--- src/rtl/inc_engine.sv ---
// Receive FIFO feeding a hold/operate/send engine with a local switch-send bypass.
// Optional feature: define INC_ENGINE_DROP_CNT_EN to add the saturating drop_cnt output.
module inc_engine #(
    parameter int DATA_WIDTH  = 8,
    parameter int FIFO_DEPTH  = 4,
    parameter int DELAY_COUNT = 20,
    parameter int STEP        = 1
) (
    input  logic                  clk,
    input  logic                  reset,
    input  logic [DATA_WIDTH-1:0] s_data,
    input  logic                  s_write_en_in,
    input  logic                  button,
    input  logic [DATA_WIDTH-1:0] sw_array_data,
    input  logic [1:0]            mode,
    input  logic                  m_tx_done,
    output logic [DATA_WIDTH-1:0] m_data_out,
    output logic                  m_tx_req,
    output logic [DATA_WIDTH-1:0] disp_data,
    output logic                  fifo_full,
    output logic                  fifo_empty,
`ifdef INC_ENGINE_DROP_CNT_EN
    output logic [7:0]            drop_cnt,
`endif
    output logic                  ovf_err
);

    localparam int AW = $clog2(FIFO_DEPTH);
    localparam logic [AW:0]         FULL_CNT  = (AW+1)'(FIFO_DEPTH);
    localparam logic [15:0]         HOLD_LAST = 16'(DELAY_COUNT);
    localparam logic [DATA_WIDTH:0] STEP_V    = (DATA_WIDTH+1)'(STEP);

    typedef enum logic [1:0] {
        IDLE = 2'b00,
        HOLD = 2'b01,
        SEND = 2'b10
    } state_t;

    logic [DATA_WIDTH-1:0] mem_q [FIFO_DEPTH];
    logic [AW-1:0]         wr_ptr_q;
    logic [AW-1:0]         rd_ptr_q;
    logic [AW:0]           count_q;
    state_t                state_q;
    logic [15:0]           cnt_q;
    logic [DATA_WIDTH-1:0] work_q;
    logic [DATA_WIDTH-1:0] m_data_q;
    logic                  m_req_q;
    logic                  ovf_q;
    logic [7:0]            drop_cnt_q;
    logic                  pop_s;
    logic                  push_s;
    logic                  drop_s;
    logic [DATA_WIDTH-1:0] result_d;

    function automatic logic [DATA_WIDTH-1:0] apply_op(input logic [1:0] m,
                                                       input logic [DATA_WIDTH-1:0] v);
        logic [DATA_WIDTH:0] sum;
        sum = {1'b0, v} + STEP_V;
        case (m)
            2'b00:   apply_op = sum[DATA_WIDTH-1:0];
            2'b01:   apply_op = v - STEP_V[DATA_WIDTH-1:0];
            2'b10:   apply_op = v;
            2'b11:   apply_op = sum[DATA_WIDTH] ? {DATA_WIDTH{1'b1}} : sum[DATA_WIDTH-1:0];
            default: apply_op = v;
        endcase
    endfunction

    assign fifo_full  = (count_q == FULL_CNT);
    assign fifo_empty = (count_q == '0);
    assign pop_s      = (state_q == IDLE) && !fifo_empty;
    // A full FIFO still accepts when the engine frees a slot on the same edge.
    assign push_s     = s_write_en_in && (!fifo_full || pop_s);
    assign drop_s     = s_write_en_in && fifo_full && !pop_s;
    assign result_d   = apply_op(mode, work_q);

    assign m_data_out = m_data_q;
    assign m_tx_req   = m_req_q;
    assign disp_data  = work_q;
    assign ovf_err    = ovf_q;
`ifdef INC_ENGINE_DROP_CNT_EN
    assign drop_cnt   = drop_cnt_q;
`endif

    // FIFO storage write; contents need no reset since count_q gates reads.
    always_ff @(posedge clk) begin
        if (push_s) begin
            mem_q[wr_ptr_q] <= s_data;
        end
    end

    // FIFO pointers and occupancy.
    always_ff @(posedge clk or negedge reset) begin
        if (!reset) begin
            wr_ptr_q <= '0;
            rd_ptr_q <= '0;
            count_q  <= '0;
        end else begin
            if (push_s) wr_ptr_q <= wr_ptr_q + AW'(1);
            if (pop_s)  rd_ptr_q <= rd_ptr_q + AW'(1);
            case ({push_s, pop_s})
                2'b10:   count_q <= count_q + (AW+1)'(1);
                2'b01:   count_q <= count_q - (AW+1)'(1);
                default: count_q <= count_q;
            endcase
        end
    end

    // Sticky overflow flag and saturating drop counter.
    always_ff @(posedge clk or negedge reset) begin
        if (!reset) begin
            ovf_q      <= 1'b0;
            drop_cnt_q <= 8'd0;
        end else if (drop_s) begin
            ovf_q <= 1'b1;
            if (drop_cnt_q != 8'hFF) drop_cnt_q <= drop_cnt_q + 8'd1;
        end
    end

    // Engine FSM: IDLE picks work, HOLD displays then operates, SEND handshakes.
    always_ff @(posedge clk or negedge reset) begin
        if (!reset) begin
            state_q  <= IDLE;
            cnt_q    <= 16'd0;
            work_q   <= '0;
            m_data_q <= '0;
            m_req_q  <= 1'b0;
        end else begin
            case (state_q)
                IDLE: begin
                    if (!fifo_empty) begin
                        work_q  <= mem_q[rd_ptr_q];
                        cnt_q   <= 16'd0;
                        state_q <= HOLD;
                    // An arriving strobe outranks the button so slave data goes first.
                    end else if (button && !s_write_en_in) begin
                        work_q   <= sw_array_data;
                        m_data_q <= sw_array_data;
                        m_req_q  <= 1'b1;
                        state_q  <= SEND;
                    end
                end
                HOLD: begin
                    if (cnt_q == HOLD_LAST) begin
                        work_q   <= result_d;
                        m_data_q <= result_d;
                        m_req_q  <= 1'b1;
                        state_q  <= SEND;
                    end else begin
                        cnt_q <= cnt_q + 16'd1;
                    end
                end
                SEND: begin
                    if (m_tx_done) begin
                        m_req_q <= 1'b0;
                        state_q <= IDLE;
                    end
                end
                default: begin
                    m_req_q <= 1'b0;
                    state_q <= IDLE;
                end
            endcase
        end
    end

endmodule

--- config.mk ---
export PLATFORM = sky130hd
export DESIGN_NAME = inc_engine
export DESIGN_NICKNAME = d
export VERILOG_FILES = /design/src/rtl/inc_engine.sv
export SDC_FILE = /design/constraint.sdc
export NUM_CORES = 1
export LEC_CHECK = 0
export BUFFER_PORTS_ARGS = -buffer_cell sky130_fd_sc_hd__buf_2
export CORE_AREA = 2 2 83 85
export CTS_CLUSTER_DIAMETER = 40
export DETAILED_ROUTE_END_ITERATION = 6
export DIE_AREA = 0 0 85 87
export PLACE_DENSITY = 0.8
export SLEW_MARGIN = 20
export SYNTH_ARGS = -nofsm -noshare
export SYNTH_HDL_FRONTEND = slang
export SYNTH_SLANG_ARGS = --single-unit
export TNS_END_PERCENT = 10
--- constraint.sdc ---
create_clock -name clk -period 3.8 [get_ports clk]
set_clock_uncertainty 0.1 [all_clocks]
set_input_delay 0.76 -clock clk [delete_from_list [all_inputs] [get_ports clk]]
set_output_delay 0.76 -clock clk [all_outputs]
set_load 0.05 [all_outputs]
==> results of run 1 <==
[cell usage in the layout, fill, tap and decap left out, drive strengths merged, types with 3 or more instances in the layout]
master  synthesis  routed
a21oi          16      16
and2            3       3
and3            6       6
and4            3       3
buf            10      45
clkbuf          5       9
dfrtp          43      43
edfxtp         32      32
ha              8       8
inv            12      16
mux4            8       8
nand2          47      47
nand3          13      13
nand4          13      13
nor2           28      28
nor3            6       6
nor4            4       4
o21ai          24      24
o31ai           5       5
or3             6       6
or4             3       3
xnor2           8       8
xor2           16      16
[through the flow]
| step | cells | total power, uW | util | cell area, um2 | hold WS [ps] |
|---|---|---|---|---|---|
| after floorplan | 345 | 2661 | - | 3834 | 351.9 |
| after global placement | 455 | 2998 | 0.6192 | 4068 | 357.2 |
| after detailed placement | 455 | 3049 | 0.6192 | 4068 | 364.9 |
| after CTS | 471 | 3699 | 0.6505 | 4273 | 383.6 |
| after global routing | 471 | 3915 | 0.6505 | 4273 | 398.8 |
| final | 471 | 3671 | 0.6505 | 4273 | 380.2 |
[kinds of logic (layout without fill, tap and decap cells)]
kind of cell               Yosys count  in the layout  share of synthesized area
DFF                                 75             75                     0.5313
muxes                                9              9                    0.04961
and+or+nand+nor                    141            141                     0.1919
buffers and inverters               28             74                    0.03883
adders and majority gates            9              9                    0.03133
AOI/OAI and AO/OA                   59             59                     0.1022
xor gates and xnor gates            24             24                    0.05483
[critical path, cell delays in order (launching register included)]
cell                       delay [ps]
sky130_fd_sc_hd__dfrtp_1          410
sky130_fd_sc_hd__or3_1            540
sky130_fd_sc_hd__clkinv_2         220
sky130_fd_sc_hd__buf_2            290
[where the power goes]
part | internal [uW] | total (uW) | leakage [uW] | switching, uW
Combinational | 585 | 1700 | 0.000839 | 1110
Clock | 314 | 641 | 0.000101 | 327
Sequential | 1080 | 1330 | 0.000828 | 250
Total | 1980 | 3670 | 0.00177 | 1690
[sequential cells by signal (all words and copies together) (netlist names)]
signal / cells
rd_ptr_q: 2
state_q: 2
m_data_out: 8
disp_data: 8
count_q: 3
m_tx_req: 1
wr_ptr_q: 2
mem_q: 32
cnt_q: 16
ovf_err: 1
[layer usage]
metal	vias to the layer above	GRT usage	part of all wire
met3	11	0.05118	0.054
met2	65	0.3814	0.50
met4	0	0.08369	0.014
li1	1326	-	-
met1	1333	0.2823	0.43
met5	-	0	0
[worst max-delay path by stage]
stage | endpoint | slack, ps | from
2_1_floorplan | mem_q[0][0] | 920 | count_q[1]
3_3_place_gp | disp_data[5] | 1310 | mode[0]
3_5_place_dp | disp_data[5] | 1270 | mode[0]
4_1_cts | fifo_empty | 1090 | count_q[1]
5_1_grt | fifo_empty | 1030 | count_q[1]
6_report | fifo_empty | 1120 | count_q[1]
[cell type report]
type                    count  share of cell area
multi-input cells         242              0.3857
inverters                  13             0.01171
flip-flops and latches     75              0.4767
clock inverters             7             0.01903
repair buffers             45             0.05447
clock buffers               9             0.02899
well taps                  80             0.02343
==> results_tabular.tex, run 1 <==
\begin{tabular}{lr}
\hline
Metric & Value \\
\hline
\multicolumn{2}{l}{\textbf{Timing}} \\
Normalized max-slew margin & 0.3731 \\
\# setup viols final & 0 \\
Setup Total Neg Slack & 0 ps \\
Count of final max-slew check failures & 0 \\
Maximum clock rate & 0.3731 GHz \\
Post-route minimum period & 2680 ps \\
Number of hold violations in the final report & 0 \\
RSZ-0062 raised after global routing & false \\
Crit share post-route & 0.7053 \\
Worst Tran Pin Value & 940.3 ps \\
Least setup slack across all paths after layout & 1120 ps \\
\multicolumn{2}{l}{\textbf{Global routing}} \\
Global-route usage over all layers & 0.2243 \\
Via count of the first global-routing pass & 2623 \\
Maximum number of pins on one net before global-route repair & 44 \\
Overflow after GRT & 0 \\
Antenna violations before repair & 0 \\
Global-route wire length before repair & 12450 um \\
\multicolumn{2}{l}{\textbf{Setup path}} \\
Worst R2R End & disp\_data[5] \\
Setup slack of the most critical reg-to-reg path & 1300 ps \\
Crit path capture type & primary output \\
Maximum fanout along the worst path & 11 \\
Required @ worst endpoint & 2940 ps \\
Endpoint arrival time on the critical path & 1820 ps \\
Start-to-end type of the worst setup path & reg2out \\
Worst Setup Start Kind & flop \\
Startpoint of the most critical register-to-register path & cnt\_q[0] \\
Worst-case reg-to-reg path depth & 8 \\
\multicolumn{2}{l}{\textbf{Yosys}} \\
Count of synthesis-stage warnings from yosys & 0 \\
Gate Count Post-Synth & 345 \\
Net count of the mapped netlist & 377 \\
Cell area after synthesis & 0.003834 mm2 \\
Number of synthesized register bits & 75 \\
Leading cell types by total area after synthesis & sky130\_fd\_sc\_hd\_\_dfrtp\_1 (28\%), sky130\_fd\_sc\_hd\_\_edfxtp\_1 (25\%), sky130\_fd\_sc\_hd\_\_mux4\_2 (4.7\%) \\
Area fraction of the dominant cell type after synthesis & 0.2807 \\
Cell with the most instances after synthesis & sky130\_fd\_sc\_hd\_\_nand2\_1 \\
Ranking of synthesized cells by instance count & sky130\_fd\_sc\_hd\_\_nand2\_1 (45), sky130\_fd\_sc\_hd\_\_dfrtp\_1 (43), sky130\_fd\_sc\_hd\_\_edfxtp\_1 (32) \\
Cell type with the highest aggregate area in the netlist & sky130\_fd\_sc\_hd\_\_dfrtp\_1 \\
Sequential element share of the synthesized area & 0.5313 \\
Post-synth ARST share & 0.5733 \\
Most used flip-flop cell after synthesis & sky130\_fd\_sc\_hd\_\_dfrtp\_1 \\
Number of flops mapped to enable cells by yosys & 32 \\
Post-Synthesis Mean Instance Area & 11.11 um2 \\
Distinct cell type count of the synthesized netlist & 55 \\
\multicolumn{2}{l}{\textbf{Detailed routing}} \\
Wirelength per Cell & 16.34 um \\
First drt pass iteration count & 4 \\
Vias after detailed routing & 2735 \\
Vias per inst & 5.807 \\
Residual antenna-violating net count after detailed routing & 0 \\
Initial DRC count & 139 \\
Final wirelength & 7696 um \\
Post-detailed-route DRC marker count & 0 \\
\multicolumn{2}{l}{\textbf{Power and ir drop}} \\
Pwr Density & 859.2 mW/mm2 \\
Worst-case vdd ir drop & 0.0005371 V \\
Static leakage power & 0.001768 uW \\
\multicolumn{2}{l}{\textbf{Cells and area}} \\
Filler cell count & 512 \\
Ratio of cells with drive above 1 in the final layout & 0.2327 \\
Combined area of the multi-input logic cells & 0.001648 mm2 \\
Area Overhead vs Synth & 11.46\% \\
Count of nets after finishing & 418 \\
Total inserted antenna cells & 0 \\
Sequential standard cell area & 0.002037 mm2 \\
\multicolumn{2}{l}{\textbf{Clock network}} \\
CTS Hold Buffers Added & 0 \\
CTS Root Cell & sky130\_fd\_sc\_hd\_\_clkbuf\_8 \\
Count of cells resized by post-cts repair & 0 \\
Clock transition time at the flip-flop clock pins of the worst setup and hold paths & 90 ps \\
H-tree level count & 3 \\
Clock latency of the later-clocked register in the worst-skew pair & 360 ps \\
TritonCTS clock tree & yes \\
Sinks on the clock net & 75 \\
CTS buffer count & 9 \\
Post-CTS Setup Repair Bufs & 0 \\
Longest Clk Path Bufs & 2 \\
\multicolumn{2}{l}{\textbf{Min path}} \\
Endpoint with the worst hold slack & m\_data\_out[3] \\
Number of cells on the worst hold path & 2 \\
Startpoint of the lowest-slack hold path & m\_data\_out[3] \\
Path category of the worst min-delay check & reg2reg \\
\multicolumn{2}{l}{\textbf{Placement}} \\
Last weighted congestion value of the routability-driven placer & 0.8830 \\
Number of buffer cells added on primary ports & 42 \\
Placement-stage worst setup slack & 1266 ps \\
HPWL after detailed placement & 5481 um \\
\multicolumn{2}{l}{\textbf{Job}} \\
Number of maximum-capacitance constraint violations & 0 \\
\multicolumn{2}{l}{\textbf{Floorplan}} \\
Die area & 0.007395 mm2 \\
Die W & 85 um \\
Chip Height & 87 um \\
Initial core utilization & 0.5836 \\
Ports placed on the boundary & 43 \\
Standard-cell rows & 30 \\
Core Area & 0.006569 mm2 \\
\multicolumn{2}{l}{\textbf{Outcome}} \\
Outcome & completed \\
\hline
\end{tabular}
(Power assumes the default switching activity.)
==> run 2: changes to the inputs <==
--- a/config.mk
+++ b/config.mk
@@ -6,11 +6,11 @@
 export NUM_CORES = 1
 export LEC_CHECK = 0
 export BUFFER_PORTS_ARGS = -buffer_cell sky130_fd_sc_hd__buf_2
-export CORE_AREA = 2 2 83 85
+export CORE_AREA = 2 2 85 87
 export CTS_CLUSTER_DIAMETER = 40
 export DETAILED_ROUTE_END_ITERATION = 6
-export DIE_AREA = 0 0 85 87
-export PLACE_DENSITY = 0.8
+export DIE_AREA = 0 0 87 89
+export PLACE_DENSITY = 0.77
 export SLEW_MARGIN = 20
 export SYNTH_ARGS = -nofsm -noshare
 export SYNTH_HDL_FRONTEND = slang
==> constraint.sdc (replaced) <==
create_clock -name clk -period 2.6 [get_ports clk]
set_clock_uncertainty 0.1 [all_clocks]
set_input_delay 0.52 -clock clk [delete_from_list [all_inputs] [get_ports clk]]
set_output_delay 0.52 -clock clk [all_outputs]
set_load 0.05 [all_outputs]
==> run 2 against run 1 <==
Largest power group unchanged. Global-route usage fell by 0.081 points. Worst hold slack got worse by 340 ps. Register-to-register slack got worse by 970 ps. Critical path depth rose by 1. Design area rose by 0.70%. Sequential power rose by 44%. Wire length rose by 3.1%.
==> results_tabular.tex, run 2 (synthesized netlist as in run 1, its figures left out) <==
\begin{tabular}{lr}
\hline
Metric & Value \\
\hline
\multicolumn{2}{l}{\textbf{Power and ir drop}} \\
Sequential share of power & 0.363 (about the same) \\
Clock network fraction of design power & 0.151 (-0.024) \\
Pwr Density & 1232 mW/mm2 (+43\%) \\
Combinational power share & 0.487 (+0.025) \\
Net load switching power & 2466 uW (+46\%) \\
Switching power as a share of total power & 0.4652 (+0.005390) \\
Pint & 2835 uW (+43\%) \\
PnR Total Power & 5301 uW (+44\%) \\
Static leakage power & 0.001792 uW (+1.3\%) \\
Worst-case vdd ir drop & 0.0005383 V (+0.22\%) \\
\multicolumn{2}{l}{\textbf{Clock network}} \\
CTS Hold Buffers Added & 0 (unchanged) \\
Post-CTS Setup Repair Bufs & 0 (unchanged) \\
Sinks on the clock net & 75 (unchanged) \\
CTS buffer count & 9 (unchanged) \\
Clock transition time at the flip-flop clock pins of the worst setup and hold paths & 90 ps (about the same) \\
TritonCTS clock tree & yes \\
Clock latency of the later-clocked register in the worst-skew pair & 350 ps (about the same) \\
Count of cells resized by post-cts repair & 0 (unchanged) \\
H-tree level count & 3 (unchanged) \\
CTS Root Cell & sky130\_fd\_sc\_hd\_\_clkbuf\_8 \\
Longest Clk Path Bufs & 2 (unchanged) \\
\multicolumn{2}{l}{\textbf{Setup path}} \\
Worst R2R End & disp\_data[7] \\
Setup slack of the most critical reg-to-reg path & 330 ps (-970 ps) \\
Worst-case reg-to-reg path depth & 8 (unchanged) \\
Endpoint arrival time on the critical path & 1890 ps (+70 ps) \\
Critical path cell sequence & or3\_1 > clkinv\_2 > buf\_4 > buf\_2 \\
Required @ worst endpoint & 1980 ps (-960 ps) \\
Cell class contributing the biggest share of worst-path delay & buffers and inverters \\
Worst Setup Start Kind & flop \\
Crit path capture type & primary output \\
Maximum fanout along the worst path & 10 (-1) \\
Start-to-end type of the worst setup path & reg2out \\
Worst path max stage delay & 540 ps (about the same) \\
Startpoint of the most critical register-to-register path & cnt\_q[0] \\
Cell with the largest stage delay on the worst path & sky130\_fd\_sc\_hd\_\_or3\_1 \\
Buf+Inv Stages, Crit Path & 3 (+1) \\
\multicolumn{2}{l}{\textbf{Detailed routing}} \\
Initial DRC count & 150 (+7.9\%) \\
Vias per inst & 5.827 (+0.34\%) \\
Wirelength per Cell & 16.56 um (+1.3\%) \\
Final wirelength & 7931 um (+3.1\%) \\
Post-detailed-route DRC marker count & 0 (unchanged) \\
First drt pass iteration count & 4 (unchanged) \\
Residual antenna-violating net count after detailed routing & 0 (unchanged) \\
Vias after detailed routing & 2791 (+2.0\%) \\
\multicolumn{2}{l}{\textbf{Floorplan}} \\
Die area & 0.007743 mm2 (+4.7\%) \\
Ports placed on the boundary & 43 (unchanged) \\
Die W & 87 um (+2.4\%) \\
Standard-cell rows & 30 (unchanged) \\
Core Area & 0.006719 mm2 (+2.3\%) \\
Chip Height & 89 um (+2.3\%) \\
Initial core utilization & 0.5706 (-0.01304) \\
\multicolumn{2}{l}{\textbf{Cells and area}} \\
Total inserted antenna cells & 0 (unchanged) \\
Max FFs per register & 32 (unchanged) \\
Most used cells in the layout excluding fill and tap cells & sky130\_fd\_sc\_hd\_\_nand2\_1 (45), sky130\_fd\_sc\_hd\_\_dfrtp\_1 (43), sky130\_fd\_sc\_hd\_\_buf\_2 (42), sky130\_fd\_sc\_hd\_\_edfxtp\_1 (32), sky130\_fd\_sc\_hd\_\_nor2\_1 (28) \\
Area Overhead vs Synth & 12.24\% \\
Largest reg by FF count & mem\_q \\
Leading registers by flop count & mem\_q x32, cnt\_q x16 \\
Ratio of cells with drive above 1 in the final layout & 0.2456 (+0.01288) \\
Count of nets after finishing & 426 (+1.9\%) \\
Most frequent standard cell in the layout excluding fill and tap cells & sky130\_fd\_sc\_hd\_\_nand2\_1 \\
\multicolumn{2}{l}{\textbf{Timing}} \\
Maximum clock rate & 0.3977 GHz \\
Crit share post-route & 0.9671 \\
Post-route minimum period & 2514 ps \\
Normalized max-slew margin & 0.5391 (+0.1660) \\
RSZ-0062 raised after global routing & false \\
Worst Hold Margin & 35.36 ps (-344.8 ps) \\
Number of hold violations in the final report & 0 (unchanged) \\
Worst Tran Pin Value & 682.4 ps (-257.9 ps) \\
Setup Total Neg Slack & 0 ps (unchanged) \\
Count of final max-slew check failures & 0 (unchanged) \\
\# setup viols final & 0 (unchanged) \\
\multicolumn{2}{l}{\textbf{Global routing}} \\
Maximum number of pins on one net before global-route repair & 24 (-45\%) \\
Antenna violations before repair & 0 (unchanged) \\
Global-route usage over all layers & 0.2235 (-0.0008114) \\
Via count of the first global-routing pass & 2739 (+4.4\%) \\
Global-route wire length before repair & 13150 um (+5.7\%) \\
Overflow after GRT & 0 (unchanged) \\
\multicolumn{2}{l}{\textbf{Min path}} \\
Path category of the worst min-delay check & in2async \\
\multicolumn{2}{l}{\textbf{Placement}} \\
Last weighted congestion value of the routability-driven placer & 0.8769 (-0.69\%) \\
HPWL after detailed placement & 5741 um (+4.7\%) \\
Number of buffer cells added on primary ports & 42 (unchanged) \\
\multicolumn{2}{l}{\textbf{Outcome}} \\
Outcome & completed \\
\multicolumn{2}{l}{\textbf{Job}} \\
Number of maximum-capacitance constraint violations & 0 (unchanged) \\
\hline
\end{tabular}
run 2: changes by cell type in the layout (fill, tap and decap cells not counted), sizes merged:
cell	before	now
buf	45	53
clkbuf	9	10
inv	16	13
bufinv	1	0
clkinv	2	5
run 2: worst register-to-register path, cell delays in order (launching register included):
cell and delay, ps:
sky130_fd_sc_hd__dfrtp_1 400, sky130_fd_sc_hd__inv_1 90, sky130_fd_sc_hd__ha_1 150, sky130_fd_sc_hd__nor3b_1 200, sky130_fd_sc_hd__and4_2 320, sky130_fd_sc_hd__nor2_1 70
sky130_fd_sc_hd__or3_1 470, sky130_fd_sc_hd__a311oi_1 260, sky130_fd_sc_hd__a22oi_1 100
run 2: per-stage QoR:
stage                       util  instance area, um2  worst slack (ps)  instances
after CTS                 0.6404                4303             76.18        479
after floorplan                -                3839             276.7        345
after global placement    0.6151                4133             434.6        463
after global routing      0.6404                4303             22.73        479
final                     0.6404                4303             85.53        479
after detailed placement  0.6151                4133             337.7        463
run 2: how the worst max path moves through the flow:
stage / depth (start not counted) / end / start
detailed placement: 8 / disp_data[7] / cnt_q[0]
CTS: 4 / fifo_empty / count_q[1]
finish: 4 / fifo_empty / count_q[1]
floorplan: 7 / m_data_out[7] / disp_data[2]
global placement: 7 / disp_data[5] / mode[0]
global route: 4 / fifo_empty / count_q[1]
run 2: routing by layer:
| metal | vias up | track usage | share of wire |
|---|---|---|---|
| li1 | 1349 | - | - |
| met1 | 1350 | 0.2999 | 0.45 |
| met2 | 86 | 0.3657 | 0.50 |
| met3 | 6 | 0.05448 | 0.053 |
| met4 | 0 | 0.06534 | 0.0045 |
| met5 | - | 0 | 0 |
run 2: power by group through the flow:
stage | clock (uW) | sequential, uW | combinational, uW
4_1_cts | 815 | 1920 | 2580
6_report | 799 | 1920 | 2580
5_1_grt | 863 | 1980 | 2810
2_1_floorplan | 0 | 2270 | 1630
3_5_place_dp | 0 | 1950 | 2570
3_3_place_gp | 0 | 1930 | 2510
run 2: layout make-up:
class	instances	area, um2
Fill cell	553	2416
Timing Repair Buffer	53	292.8
Sequential cell	75	2037
Clock inverter	6	42.54
Inverter	13	50.05
Tap cell	80	100.1
Clock buffer	10	127.6
Multi-Input combinational cell	242	1653
